### config.mk
export PLATFORM = sky130hd
export DESIGN_NAME = exp_sched
export DESIGN_NICKNAME = d
export VERILOG_FILES = /design/src/rtl/exp_sched.sv
export SDC_FILE = /design/constraint.sdc
export NUM_CORES = 1
export LEC_CHECK = 0
export CORE_MARGIN = 5
export CORE_UTILIZATION = 31
export CTS_CLUSTER_DIAMETER = 50
export DETAILED_ROUTE_END_ITERATION = 8
export GPL_ROUTABILITY_DRIVEN = 0
export HOLD_SLACK_MARGIN = 0.08
export PLACE_DENSITY = 0.88
export SLEW_MARGIN = 20
export SYNTH_ARGS = -nofsm -noshare
export SYNTH_HDL_FRONTEND = slang
export SYNTH_SLANG_ARGS = --single-unit
### constraint.sdc
create_clock -name clk -period 2.8 [get_ports clk]
set_input_delay 0.28 -clock clk [delete_from_list [all_inputs] [get_ports clk]]
set_output_delay 0.28 -clock clk [all_outputs]
set_load 0.01 [all_outputs]
### src/rtl/exp_sched.sv
// Shares one single-stage fp16 exp unit among NUM_REQ softmax lanes.
// The lanes are arbitrated round-robin, and a granted lane keeps the unit for a burst until its vector ends or the burst cap is reached.
module exp_sched #(
    parameter int unsigned NUM_REQ   = 4,
    parameter int unsigned ID_W      = 2,
    parameter int unsigned MAX_BURST = 8
) (
    input  logic                    clk,
    input  logic                    reset,
    input  logic [NUM_REQ-1:0]      req_valid,
    input  logic [NUM_REQ-1:0]      req_last,
    input  logic [NUM_REQ*16-1:0]   req_data,
    output logic [NUM_REQ-1:0]      req_ready,
    output logic [15:0]             exp_a,
    output logic                    exp_stage_run,
    input  logic [15:0]             exp_z,
    input  logic [7:0]              exp_status,
    output logic                    rsp_valid,
    output logic [15:0]             rsp_data,
    output logic [7:0]              rsp_status,
    output logic [ID_W-1:0]         rsp_id,
    output logic                    rsp_last,
    input  logic                    rsp_ready,
    output logic                    busy
);

    localparam int unsigned DATA_W = 16;
    localparam int unsigned CNT_W  = 8;
    localparam int unsigned IDX_W  = ID_W + 1;

    typedef enum logic [0:0] {
        ST_ARB   = 1'b0,
        ST_BURST = 1'b1
    } state_t;

    state_t             state_q, state_d;
    logic [ID_W-1:0]    owner_q, owner_d;
    logic [ID_W-1:0]    rr_ptr_q, rr_ptr_d;
    logic [CNT_W-1:0]   beat_cnt_q, beat_cnt_d;
    logic               pipe_v_q, pipe_v_d;
    logic [ID_W-1:0]    pipe_id_q, pipe_id_d;
    logic               pipe_last_q, pipe_last_d;

    logic               adv;
    logic               grant_any;
    logic [ID_W-1:0]    grant_id;
    logic [IDX_W-1:0]   idx;
    logic [CNT_W:0]     beat_next;
    logic               release_burst;

    // The pipe may move only when its current result can leave. In reset nothing moves.
    assign adv           = reset & (~pipe_v_q | rsp_ready);
    assign exp_stage_run = adv;

    // Grant selection. A locked owner never yields to another lane, even when it stalls.
    always_comb begin
        grant_any = 1'b0;
        grant_id  = '0;
        idx       = '0;
        if (adv) begin
            if (state_q == ST_BURST) begin
                if (req_valid[owner_q]) begin
                    grant_any = 1'b1;
                    grant_id  = owner_q;
                end
            end else begin
                for (int unsigned k = 0; k < NUM_REQ; k++) begin
                    idx = IDX_W'(rr_ptr_q) + IDX_W'(k);
                    if (idx >= IDX_W'(NUM_REQ)) begin
                        idx = idx - IDX_W'(NUM_REQ);
                    end
                    if (!grant_any && req_valid[ID_W'(idx)]) begin
                        grant_any = 1'b1;
                        grant_id  = ID_W'(idx);
                    end
                end
            end
        end
    end

    // Only the granted lane's operand is steered to the exp unit.
    always_comb begin
        req_ready = '0;
        exp_a     = '0;
        for (int unsigned k = 0; k < NUM_REQ; k++) begin
            if (grant_any && (grant_id == ID_W'(k))) begin
                req_ready[k] = 1'b1;
                exp_a        = req_data[k*DATA_W +: DATA_W];
            end
        end
    end

    // Next-state for the burst lock, the rotation pointer and the pipe shadow.
    always_comb begin
        state_d       = state_q;
        owner_d       = owner_q;
        rr_ptr_d      = rr_ptr_q;
        beat_cnt_d    = beat_cnt_q;
        pipe_v_d      = pipe_v_q;
        pipe_id_d     = pipe_id_q;
        pipe_last_d   = pipe_last_q;
        beat_next     = {1'b0, beat_cnt_q} + (CNT_W+1)'(1);
        release_burst = req_last[grant_id] || (beat_next == (CNT_W+1)'(MAX_BURST));

        if (adv) begin
            pipe_v_d    = grant_any;
            pipe_id_d   = grant_id;
            pipe_last_d = grant_any & req_last[grant_id];
        end

        if (grant_any) begin
            owner_d = grant_id;
            if (release_burst) begin
                state_d    = ST_ARB;
                beat_cnt_d = '0;
                rr_ptr_d   = (grant_id == ID_W'(NUM_REQ - 1)) ? '0 : grant_id + ID_W'(1);
            end else begin
                state_d    = ST_BURST;
                beat_cnt_d = beat_next[CNT_W-1:0];
            end
        end
    end

    always_ff @(posedge clk or negedge reset) begin
        if (!reset) begin
            state_q     <= ST_ARB;
            owner_q     <= '0;
            rr_ptr_q    <= '0;
            beat_cnt_q  <= '0;
            pipe_v_q    <= 1'b0;
            pipe_id_q   <= '0;
            pipe_last_q <= 1'b0;
        end else begin
            state_q     <= state_d;
            owner_q     <= owner_d;
            rr_ptr_q    <= rr_ptr_d;
            beat_cnt_q  <= beat_cnt_d;
            pipe_v_q    <= pipe_v_d;
            pipe_id_q   <= pipe_id_d;
            pipe_last_q <= pipe_last_d;
        end
    end

    assign rsp_valid  = pipe_v_q;
    assign rsp_id     = pipe_id_q;
    assign rsp_last   = pipe_last_q;
    assign rsp_data   = exp_z;
    assign rsp_status = exp_status;
    assign busy       = reset & (pipe_v_q | (|req_valid));

endmodule

== Word level (Yosys, flattened, before mapping) ==
Cells that the tools add are included.
Storage, ports and cells
  bits of input ports: 99
  logic and storage cells: 105
  output and inout port bits: 50
  register bits: 17
Operators by class
  bitwise operators: 6
  $add $sub $neg: 9
  reduce and logical (&&, ||, !) cells: 14
  muxes and demuxes: 55
  $lt $le $gt $ge: 10
  equality and inequality tests: 4
Operator list (count)
  16-bit two-way mux: 4
  2-bit two-way mux: 20
  1-bit two-way mux: 24
  2-bit by 3-bit < comparator with 1-bit output (second input constant): 6
  1-bit binary-select mux with 2-bit select: 6
  8-bit by 1-bit adder with 9-bit output (second input constant): 1
  9-bit by 4-bit equality test with 1-bit output (second input constant): 1
  3-bit >= comparator (second input constant): 3
  8-bit two-way mux: 1
  2-bit by 1-bit subtractor with 2-bit output (second input constant): 4
  1-bit logical AND: 7
  2-bit by 2-bit adder with 3-bit output (second input constant): 2
  2-bit equality test (second input constant): 2
  4-bit OR reduction: 1
  2-bit by 1-bit adder with 3-bit output (second input constant): 1
  1-bit AND: 3
  2-bit by 3-bit >= comparator with 1-bit output (second input constant): 1
  1-bit zero test: 3
  2-bit by 1-bit adder with 2-bit output (second input constant): 1
  2-bit by 1-bit equality test with 1-bit output (second input constant): 1
  2-bit zero test: 1
  1-bit OR: 2
  2-bit AND reduction: 1
  1-bit logical OR: 1
  1-bit inverter: 1

== Logic depth before layout (Yosys ltp) ==
  depth after elaboration: 30
  mapped depth: 14

== Worst setup path after synthesis ==
Ideal clock, no wire load.
  kind: reg-to-output
  start point: register pipe_v_q (netlist: rsp_valid)
  end point: output port exp_a[10]
  path buffers: 2
  slack: 0.062 ns
  data arrival time: 2.458 ns
  stages on the path, launching flop included: 15
  cells stage by stage: dfrtp_1 inv_1 o21ai_2 inv_2 o211a_1 a22o_2 ha_1 clkbuf_1 inv_1 clkbuf_1 and3_1 a21oi_1 o21ai_0 mux2i_1 nor2_1
On the way
  cells in the longest elaborated chain, start to end: 10
  elaborated cells between the ends (all ways): 17
  those cells by class: eq/ne: 3; mux: 6; bitwise: 3; reduce/logical: 5
Ends and longest elaborated chain
  start: declaration: line 40  | logic pipe_v_q, pipe_v_d;
  start signal: assignment: line 138  | pipe_v_q <= pipe_v_d;
  1-bit inverter *: line 52  | assign adv = reset & (~pipe_v_q | rsp_ready);
  1-bit OR *: line 52
  1-bit AND *: line 52
  via exp_stage_run: line 15  | output logic exp_stage_run,
  2-bit two-way mux *: line 60  | if (adv) begin
  via grant_id[0]: line 46  | logic [ID_W-1:0] grant_id;
  2-bit zero test: line 86  | if (grant_any && (grant_id == ID_W'(k))) begin
  1-bit logical AND: line 86
  16-bit two-way mux (3 in a row): line 86
  16-bit two-way mux *: line 86
  end: declaration: line 14  | output logic [15:0] exp_a,
Mark *: on every way through the listed nets, which the timed path passes. The rest lies on a longest branch.

== Worst setup path after layout ==
  start point: register rr_ptr_q[0]
  end point: output port exp_a[6]
On the way
  cells in the longest elaborated chain, start to end: 30
  elaborated cells between the ends (all ways): 67
  those cells by class: add/sub: 7; order compare: 4; eq/ne: 3; mux: 42; reduce/logical: 11
Ends and longest elaborated chain
  start: declaration: line 38  | logic [ID_W-1:0] rr_ptr_q, rr_ptr_d;
  start signal: assignment: line 136  | rr_ptr_q <= rr_ptr_d;
  2-bit by 3-bit >= comparator with 1-bit output / 2-bit by 1-bit subtractor with 2-bit output (equally long branches): line 69, 70
  2-bit two-way mux: line 69  | if (idx >= IDX_W'(NUM_REQ)) begin
  2-bit two-way mux: line 61  | if (state_q == ST_BURST) begin
  2-bit two-way mux: line 60
  1-bit binary-select mux with 2-bit select: line 72  | if (!grant_any && req_valid[ID_W'(idx)]) begin
  1-bit two-way mux (implied by the code): line 72
  1-bit two-way mux: line 72
  1-bit two-way mux: line 61
  [12 not listed]
  1-bit logical AND: line 72
  2-bit two-way mux: line 72
  2-bit two-way mux: line 61
  2-bit two-way mux: line 60
  2-bit zero test: line 86
  1-bit logical AND: line 86
  16-bit two-way mux (3 in a row): line 86
  16-bit two-way mux *: line 86
Every way passes the cells marked *; elsewhere a longest branch is shown, timed or not. The select of a mux whose other input is x is not followed.

==> results.py <==
metrics = {
    "timing": {
        "finClkSkew_ns": 0.00436,
        "report.final.slew_viol_count": 0,
        "hold_viol": 0,
        "hold_ws_ns": 0.469,
        "worst_pin_slew_ns": 0.389,
        "rsz0062_at_grt": "yes",
        "setup_tns_ns": -0.0977,
        "period_needed_ns": 2.83,
        "setup_ws_ns": -0.0294,
        "finalSetupViolCount": 6,
        "max_freq_ghz": 0.353,
        "maxSlewHeadroom": 0.739,
        "min_period_over_period": 1.01,
    },
    "outcome": {
        "status": "finished, violations left",
        "violations": "setup timing",
    },
    "clock_tree": {
        "tritoncts": "built",
        "cts-hold-fix-buffers": 0,
        "clock-root-buffer": "clkbuf_8",
        "clk_path_buf_depth": 2,
        "numCtsBuffers": 3,
        "htreeDepth": 1,
        "insertion_delay_ns": 0.26,
        "cts.sinks": 17,
        "path_clk_slew_ns": 0.07,
    },
    "synth": {
        "synth_area_sq_um": 1940,
        "synth.distinct_cells": 42,
        "synth_cells": 270,
        "async_flop_share": 1.00,
        "ys_ff_latch": 17,
        "yosys_most_used_dff": "dfrtp_1",
        "synth_seq_area_share": 0.219,
        "ys.warnings.count": 0,
        "synthesis.nets": 374,
        "synth-edff-count": 0,
        "avgSynthCellArea_sq_um": 7.19,
    },
    "final_layout": {
        "final_nets": 485,
        "final_util": 0.556,
        "nFillCells": 548,
        "fin_area_sq_um": 3330,
        "layout.cells.non_filler": 455,
        "area.growth.synth_to_final_pct": 71.5,
        "antenna_cells": 0,
        "multi_input_comb_area_sq_um": 1350,
        "layout_common_cells": "clkdlybuf4s50_1 (75), buf_4 (36), nand2_1 (35)",
        "regArea_sq_um": 425,
        "layout_commonest_cell": "clkdlybuf4s50_1",
        "drive_above_1_share": 0.261,
    },
    "worst_setup_path": {
        "critPathArrivalTime_ns": 2.55,
        "required_ns": 2.52,
        "path_class": "register to output pin",
        "cpPeakStageDelay_ns": 0.43,
        "critPathLaunchType": "register",
        "crit_slowest_cell": "dfrtp_1",
        "crit_buf_inv": 3,
        "worst_setup_path_end_kind": "output pin",
        "crit_fanout": 8,
        "cp_top_family": "simple AND/OR/NAND/NOR gates",
        "crit_chain": "nor2b_2, a311oi_2, or2_1, o21ai_2, nand2_2, ha_4, inv_4, clkbuf_16, and3_4, a21oi_2, o21ai_1, mux2i_1, nor2_1, buf_2",
    },
    "grt": {
        "grt_pass1_wl_microns": 11400,
        "grt-ovfl-total": 0,
        "grt_usage": 0.181,
        "antenna_found_initial": 0,
        "grt_max_degree": 42,
        "first_global_vias": 2450,
    },
    "floorplan": {
        "dieHeight_microns": 89.1,
        "dieArea_sq_um": 7950,
        "core_area_sq_um": 5990,
        "num_rows": 28,
        "die_w_microns": 89.1,
        "initial_core_util": 0.324,
        "io_pins": 149,
    },
    "placement": {
        "post-place-cells": 441,
        "dpl.hpwl_microns": 5750,
        "place_ws_ns": -0.755,
        "placed_cell_area_sq_um": 3120,
        "port-buffer-count": 100,
    },
    "routing": {
        "first_iter_violations": 130,
        "antenna_left": 0,
        "viasPerCell": 5.34,
        "wirelength_microns": 7910,
        "drc": 0,
        "dr.pass1.iters": 4,
        "wl_per_cell_microns": 17.4,
        "num_vias": 2431,
    },
    "pwr": {
        "ir_drop_mv": 0.417,
        "power_mw": 2.34,
        "p_leak_nw": 1.60,
        "power_density_nw_per_um2": 702,
    },
    "hold_path": {
        "hold_path.class": "primary input to asynchronous set/reset pin",
    },
    "flow_run": {
        "max_cap_viol_count": 0,
    },
}
sequential cells by signal, summed over array words and instances (netlist names):
register / count
beat_cnt_q: 8
rsp_valid: 1
owner_q: 2
rsp_id: 2
state_q: 1
rsp_last: 1
rr_ptr_q: 2
area by class of cell:
type | instances | area share
Timing Repair Buffer | 144 | 0.410
Multi-Input combinational cell | 202 | 0.405
Sequential cell | 17 | 0.128
Tap cell | 75 | 0.0282
Inverter | 13 | 0.0162
Clock buffer | 4 | 0.0135
cell families (layout without fill, tap and decap cells):
kind of cell             after synthesis  count (layout)  share of synthesized area
AND/OR/NAND/NOR                      101             101                      0.242
AO/OA/AOI/OAI                         72              72                      0.231
buffers and inverters                 51             161                      0.151
adder cells (fa/ha/maj)                5               5                     0.0322
flip-flops                            17              17                      0.219
multiplexers                          24              24                      0.125
synth_stat cells (4+ instances only):
cell	number	area (sq um)
dfrtp_1	17	425
inv_1	11	41.3
nand3_1	4	20.0
mux2i_1	22	220
a21oi_1	21	105
ha_1	5	62.6
clkbuf_1	9	33.8
and3_1	16	100
nor2_1	28	105
buf_4	24	180
nand2_1	37	139
o21ai_0	26	130
timing repair:
| action | 4_1_cts | 5_1_grt |
|---|---|---|
| buffers inserted | 7 | 0 |
| gates resized for setup | 92 | 33 |
| pin swaps | 8 | 12 |
| gates cloned | 1 | 2 |
| endpoints found under the setup margin | 20 | 20 |
path summary, 6_finish.rpt:
path | cells after the start | to | slack (ns) | from
worst max-delay path | 14 | exp_a[6] | -0.03 | rr_ptr_q[0]
worst min-delay path | 2 | rsp_valid | 0.47 | reset
worst max register to register | 10 | rsp_last | 0.42 | rr_ptr_q[0]
worst min register to register | 2 | rsp_id[0] | 0.48 | rsp_id[0]
max in group asynchronous | 2 | beat_cnt_q[3] | 2.12 | reset
min in group clk | 2 | rsp_id[0] | 0.48 | rsp_id[0]
routing by layer:
metal / global-route usage / vias to the layer above / routed length, microns
met5: 0 / - / 0
met4: 0.0744 / 0 / 138
met3: 0.0332 / 18 / 513
met2: 0.321 / 97 / 4230
met1: 0.213 / 1172 / 3020
li1: - / 1144 / -
power by group:
group,switching (mW),internal (mW),total (mW)
Sequential,0.105,0.343,0.448
Clock,0.0863,0.101,0.187
Combinational,0.807,0.895,1.70
Total,0.999,1.34,2.34
worst register-to-register path, cell delays in order, from the launching register on:
cell,delay [ns]
dfrtp_1,0.43
nor2b_2,0.15
a311oi_2,0.06
or2_1,0.28
o21ai_2,0.16
nand2_2,0.14
buf_4,0.16
buf_4,0.13
buf_4,0.13
mux2_1,0.30
a221o_1,0.33
(Power assumes the default switching activity.)
==> patch 1: new RTL, same flow settings <==
Set the parameter `ID_W` to 4 (it was 2).
--- a/src/rtl/exp_sched.sv
+++ b/src/rtl/exp_sched.sv
@@ -2,7 +2,7 @@
 // The lanes are arbitrated round-robin, and a granted lane keeps the unit for a burst until its vector ends or the burst cap is reached.
 module exp_sched #(
     parameter int unsigned NUM_REQ   = 4,
-    parameter int unsigned ID_W      = 2,
+    parameter int unsigned ID_W      = 4,
     parameter int unsigned MAX_BURST = 8
 ) (
     input  logic                    clk,
Ports: changed (resized rsp_id); port bits go from 149 to 151. No check against the original RTL was run, so the function may have changed too.
==> patch 1 against the original RTL <==
  * The flow still finishes with violations (setup timing)
  * Sequential share of layout area fell by 0.43 points
  * Cell count is 34% higher
  * Sequential power rose by 29%
  * Synthesized area is 43% higher
  * Sequential cell count increased by 6
  * Power up 110%
  * Wire length rose by 34%
  * Critical path depth is 2 higher
  * Final area is 40% higher
  * Worst setup slack worse by 0.81 ns
  * Highest routed layer unchanged
==> patch 1: results (changes against the original RTL) <==
Synthesis
  • Fraction of registers with async set/reset: 100% (unchanged)
  • Synth Net Count: 475 (was 374)
  • Unique masters post-synth: 59 (was 42)
  • Synthesized area per cell: 7.74 µm² (was 7.19 µm²)
  • Top cells by count, synth: nor2_1 (65), a21oi_1 (41), buf_4 (27) (was nand2_1 (37), nor2_1 (28), o21ai_0 (26))
  • Synth top area cells: dfrtp_1 (21%), nor2_1 (8.8%), ha_1 (7.7%) (was dfrtp_1 (22%), mux2i_1 (11%), buf_4 (9.3%))
  • Register area share after synthesis: 20.7% (was 21.9%)

Global routing
  • Vias in the first global route: 3264 (was 2450)
  • Met3 usage: 2.65% (was 3.32%)
  • Met2 track demand over resource: 33.5% (was 32.1%)
  • First-pass GRT wire length: 16800 µm (was 11400 µm)
  • GR Layer Usage met1: 22.0% (was 21.3%)
  • Largest net degree at the start of global routing: 27 (was 42)
  • GRT Total Usage: 18.2% (was 18.1%)

Pwr
  • Static Leakage: 0.00212 µW (was 0.00160 µW)
  • VDD IR max: 0.471 mV (was 0.417 mV)

Detailed routing
  • Met3 wire len: 497 µm (was 513 µm)
  • M1 WL: 4160 µm (was 3020 µm)
  • Drt wl/cell: 17.5 µm (was 17.4 µm)
  • Highest routed metal layer: met4 (unchanged)
  • DR iter-0 viols: 175 (was 130)
  • Via/cell ratio: 5.24 (was 5.34)
  • Routed via count: 3194 (was 2431)
  • DR WL met2: 5710 µm (was 4230 µm)
  • First-pass DRT Iterations: 5 (was 4)

Finish
  • Fraction of layout cells with a size suffix above 1: 36.1% (was 26.1%)
  • Net count, final: 618 (was 485)
  • # diodes: 0 (unchanged)
  • Largest register FFs: 8 (unchanged)
  • FILL cells: 721 (was 548)

Timing
  • Worst slew pin tran: 0.783 ns (was 0.389 ns)
  • # setup viols final: 33 (was 6)
  • Layout Skew: 0.00203 ns (was 0.00436 ns)
  • Min setup slack post-route: -0.841 ns (was -0.0294 ns)
  • Setup TNS: -17.51 ns (was -0.0977 ns)

Status
  • Run status: finished, violations left (unchanged)
  • Failing checks: setup timing (unchanged)

Placed design
  • Post-DP HPWL: 7980 µm (was 5750 µm)
  • Post-Place Cells: 587 (was 441)
  • PortBufs: 102 (was 100)

Setup path
  • Critical Path AT: 3.36 ns (was 2.55 ns)
  • FF-to-FF setup slack: -0.26 ns (was 0.42 ns)
  • Worst-path maximum fanout: 5 (was 8)
  • Worst-case reg-to-reg path depth: 12 (was 10)

Clock network
  • Worst-path clk slew: 0.08 ns
  • CTS root buffer: clkbuf_8 (unchanged)

Worst hold path
  • HP Class: flip-flop to flip-flop (was input port to async pin)
-- patch 1: final timing paths --
| path | startpoint | end |
|---|---|---|
| worst max-delay path | rr_ptr_q[0]$_DFFE_PN0P_ | exp_a[15] |
| worst min-delay path | owner_q[3]$_DFFE_PN0P_ | owner_q[3]$_DFFE_PN0P_ |
| worst max register to register | rr_ptr_q[0]$_DFFE_PN0P_ | rr_ptr_q[2]$_DFFE_PN0P_ |
| worst min register to register | owner_q[3]$_DFFE_PN0P_ | owner_q[3]$_DFFE_PN0P_ |
| max in group asynchronous | reset | rr_ptr_q[1]$_DFFE_PN0P_ |
| min in group asynchronous | reset | beat_cnt_q[2]$_DFFE_PN0P_ |
-- patch 1: logic make-up (layout without fill, tap and decap cells) --
family                     Yosys count  in the layout  share of synthesized area, %
AOI/OAI and AO/OA                  107            107                          27.6
xor gates and xnor gates             6              6                          1.89
DFF                                 23             23                          20.7
muxes                               15             15                          8.10
adders and majority gates           17             17                          7.65
buffers and inverters               62            203                          12.7
and+or+nand+nor                    129            130                          21.4
-- patch 1: final cells by class --
class / count / area (µm²) / area share [%]
Timing Repair Buffer: 182 / 1650 / 35.3
Clock buffer: 4 / 45.0 / 0.966
Tap cell: 108 / 135 / 2.90
Multi-Input combinational cell: 275 / 2190 / 47.0
Inverter: 17 / 71.3 / 1.53
Sequential cell: 23 / 576 / 12.3
-- patch 1: power by group --
group          total [µW]  switching, µW  internal (µW)  leakage, µW
clock network         212            110            102    0.0000228
registers             577            123            455     0.000294
logic                4050           2010           2040      0.00180
total                4840           2240           2600      0.00212
-- patch 1: repair_timing --
action / CTS / global route
buffers inserted: 15 / 1
resized for setup: 145 / 14
endpoints found under the setup margin: 34 / 34
hold buffers: 0 / 0
pin swaps: 16 / 14
cloned: 1 / 1
-- patch 1: stage by stage --
stage / setup WS (ns) / cell area [µm²] / hold slack, ns / util [%] / total power [µW]
3_3_place_gp: -1.04 / 4220 / 0.462 / 48.4 / 3810
4_1_cts: -0.844 / 4590 / 0.486 / 52.6 / 4660
5_1_grt: -0.988 / 4660 / 0.501 / 53.5 / 5190
3_5_place_dp: -1.14 / 4220 / 0.467 / 48.4 / 3950
6_report: -0.841 / 4660 / 0.487 / 53.5 / 4840
2_1_floorplan: -0.696 / 2880 / -0.0156 / - / 2590
-- patch 1: critical path, cell delays in order (launching register included) --
cell      delay [ns]
dfrtp_1         0.40
inv_4           0.05
ha_4            0.28
mux4_2          0.55
buf_6           0.15
nor2_4          0.10
o221ai_2        0.10
a22o_4          0.27
ha_4            0.20
buf_4           0.14
a22oi_1         0.16
nor2_1          0.07
a21oi_1         0.14
nor2_1          0.08
a21oi_1         0.16
nor2_1          0.08
buf_2           0.15
==> patch 2: new RTL, config.mk and constraints unchanged <==
Made on the original files. Register the output `rsp_status`, without a reset; this adds one clock of latency there. The other outputs are not delayed to match.
--- a/src/rtl/exp_sched.sv
+++ b/src/rtl/exp_sched.sv
@@ -145,7 +145,9 @@
     assign rsp_id     = pipe_id_q;
     assign rsp_last   = pipe_last_q;
     assign rsp_data   = exp_z;
-    assign rsp_status = exp_status;
+    always_ff @(posedge clk) begin
+        rsp_status <= exp_status;
+    end
     assign busy       = reset & (pipe_v_q | (|req_valid));
 
 endmodule
Check against the original RTL: not equivalent (Yosys sat finds a counterexample within 4 cycles, from zero or initial values and one cycle with reset low).
==> patch 2 against the original RTL <==
  * The run still ends with setup timing left
  * Synthesized cell count is 4.1% lower
  * Synthesized area is 5.0% higher
  * Power is 12% higher
  * Global-route usage is 0.62 points lower
  * Highest routed layer unchanged
  * Critical endpoint is now exp_a[4]
  * Register-to-register slack worse by 0.10 ns
  * Utilization is 0.17 points lower
  * Clock power is 22% higher
  * Wire length is 4.7% lower
  * Sequential power is 27% higher
  * Sequential cell count is 8 higher
  * Final area is 6.3% higher
  * Critical path depth is 2 lower
  * Worst setup slack worse by 0.068 ns
==> patch 2: results (changes against the original RTL) <==
Status
  • Run status: finished, violations left (unchanged)
  • Failing checks: setup timing (unchanged)

Detailed routing
  • M1 WL: 2860 µm (was 3020 µm)
  • DRT Wirelength: 7530 µm (was 7910 µm)

Synthesis
  • Register area share after synthesis: 28.7% (was 21.9%)
  • Mux cell area share after synthesis: 11.0% (was 12.5%)
  • Synth Net Count: 363 (was 374)
  • Unique masters post-synth: 46 (was 42)

Global routing
  • GR Layer Usage met1: 19.3% (was 21.3%)
  • Largest net degree at the start of global routing: 34 (was 42)
  • Met2 track demand over resource: 33.7% (was 32.1%)

Pwr
  • Seq pwr: 569 µW (was 448 µW)
  • VDD IR max: 0.394 mV (was 0.417 mV)
  • Static Leakage: 0.00169 µW (was 0.00160 µW)

Timing
  • Min setup slack post-route: -0.0977 ns (was -0.0294 ns)
  • # setup viols final: 16 (was 6)
  • Hold slack: 0.427 ns (was 0.469 ns)
  • Layout Skew: 0.00215 ns (was 0.00436 ns)

Placed design
  • Post-DP HPWL: 5870 µm (was 5750 µm)
  • Placement Setup Slack: -0.858 ns (was -0.755 ns)

Setup path
  • Max incr delay on CP: 0.41 ns (was 0.43 ns)
  • Top Family by Delay on Critical Path: compound AO/OA/AOI/OAI gates (was simple AND/OR/NAND/NOR gates)
  • Critical Path AT: 2.62 ns (was 2.55 ns)
  • R2r endpoint: beat_cnt_q[5]$_DFFE_PN0P_ (was rsp_last$_DFFE_PN0P_)
  • Worst-path maximum fanout: 17 (was 8)
  • FF-to-FF setup slack: 0.32 ns (was 0.42 ns)

Finish
  • FILL cells: 568 (was 548)
  • Fraction of layout cells with a size suffix above 1: 26.4% (was 26.1%)

Clock network
  • Setup bufs post-CTS: 3 (was 7)
  • Worst-path clk slew: 0.10 ns (was 0.07 ns)
[patch 2: cell count changes in the layout (fill, tap and decap cells not counted), moves of 5 or more]
| cell | before | now |
|---|---|---|
| o21ai_1 | 18 | 11 |
| clkdlybuf4s50_1 | 75 | 92 |
| inv_1 | 7 | 2 |
| dfxtp_1 | 0 | 8 |
| a21oi_2 | 5 | 12 |
| nor2_1 | 28 | 22 |
[patch 2: final cells by class]
type / instances / area, µm² / area share, %
Timing Repair Buffer: 155 / 1400 / 39.4
Clock buffer: 3 / 41.3 / 1.17
Inverter: 9 / 41.3 / 1.17
Tap cell: 77 / 96.3 / 2.72
Clock inverter: 1 / 7.51 / 0.212
Multi-Input combinational cell: 197 / 1370 / 38.7
Sequential cell: 25 / 586 / 16.5
[patch 2: cells by family after synthesis]
logic type / count (synthesis)
mux: 22
compound gates: 71
flops: 25
fa+ha+maj: 5
simple gates: 99
buf+inv: 37
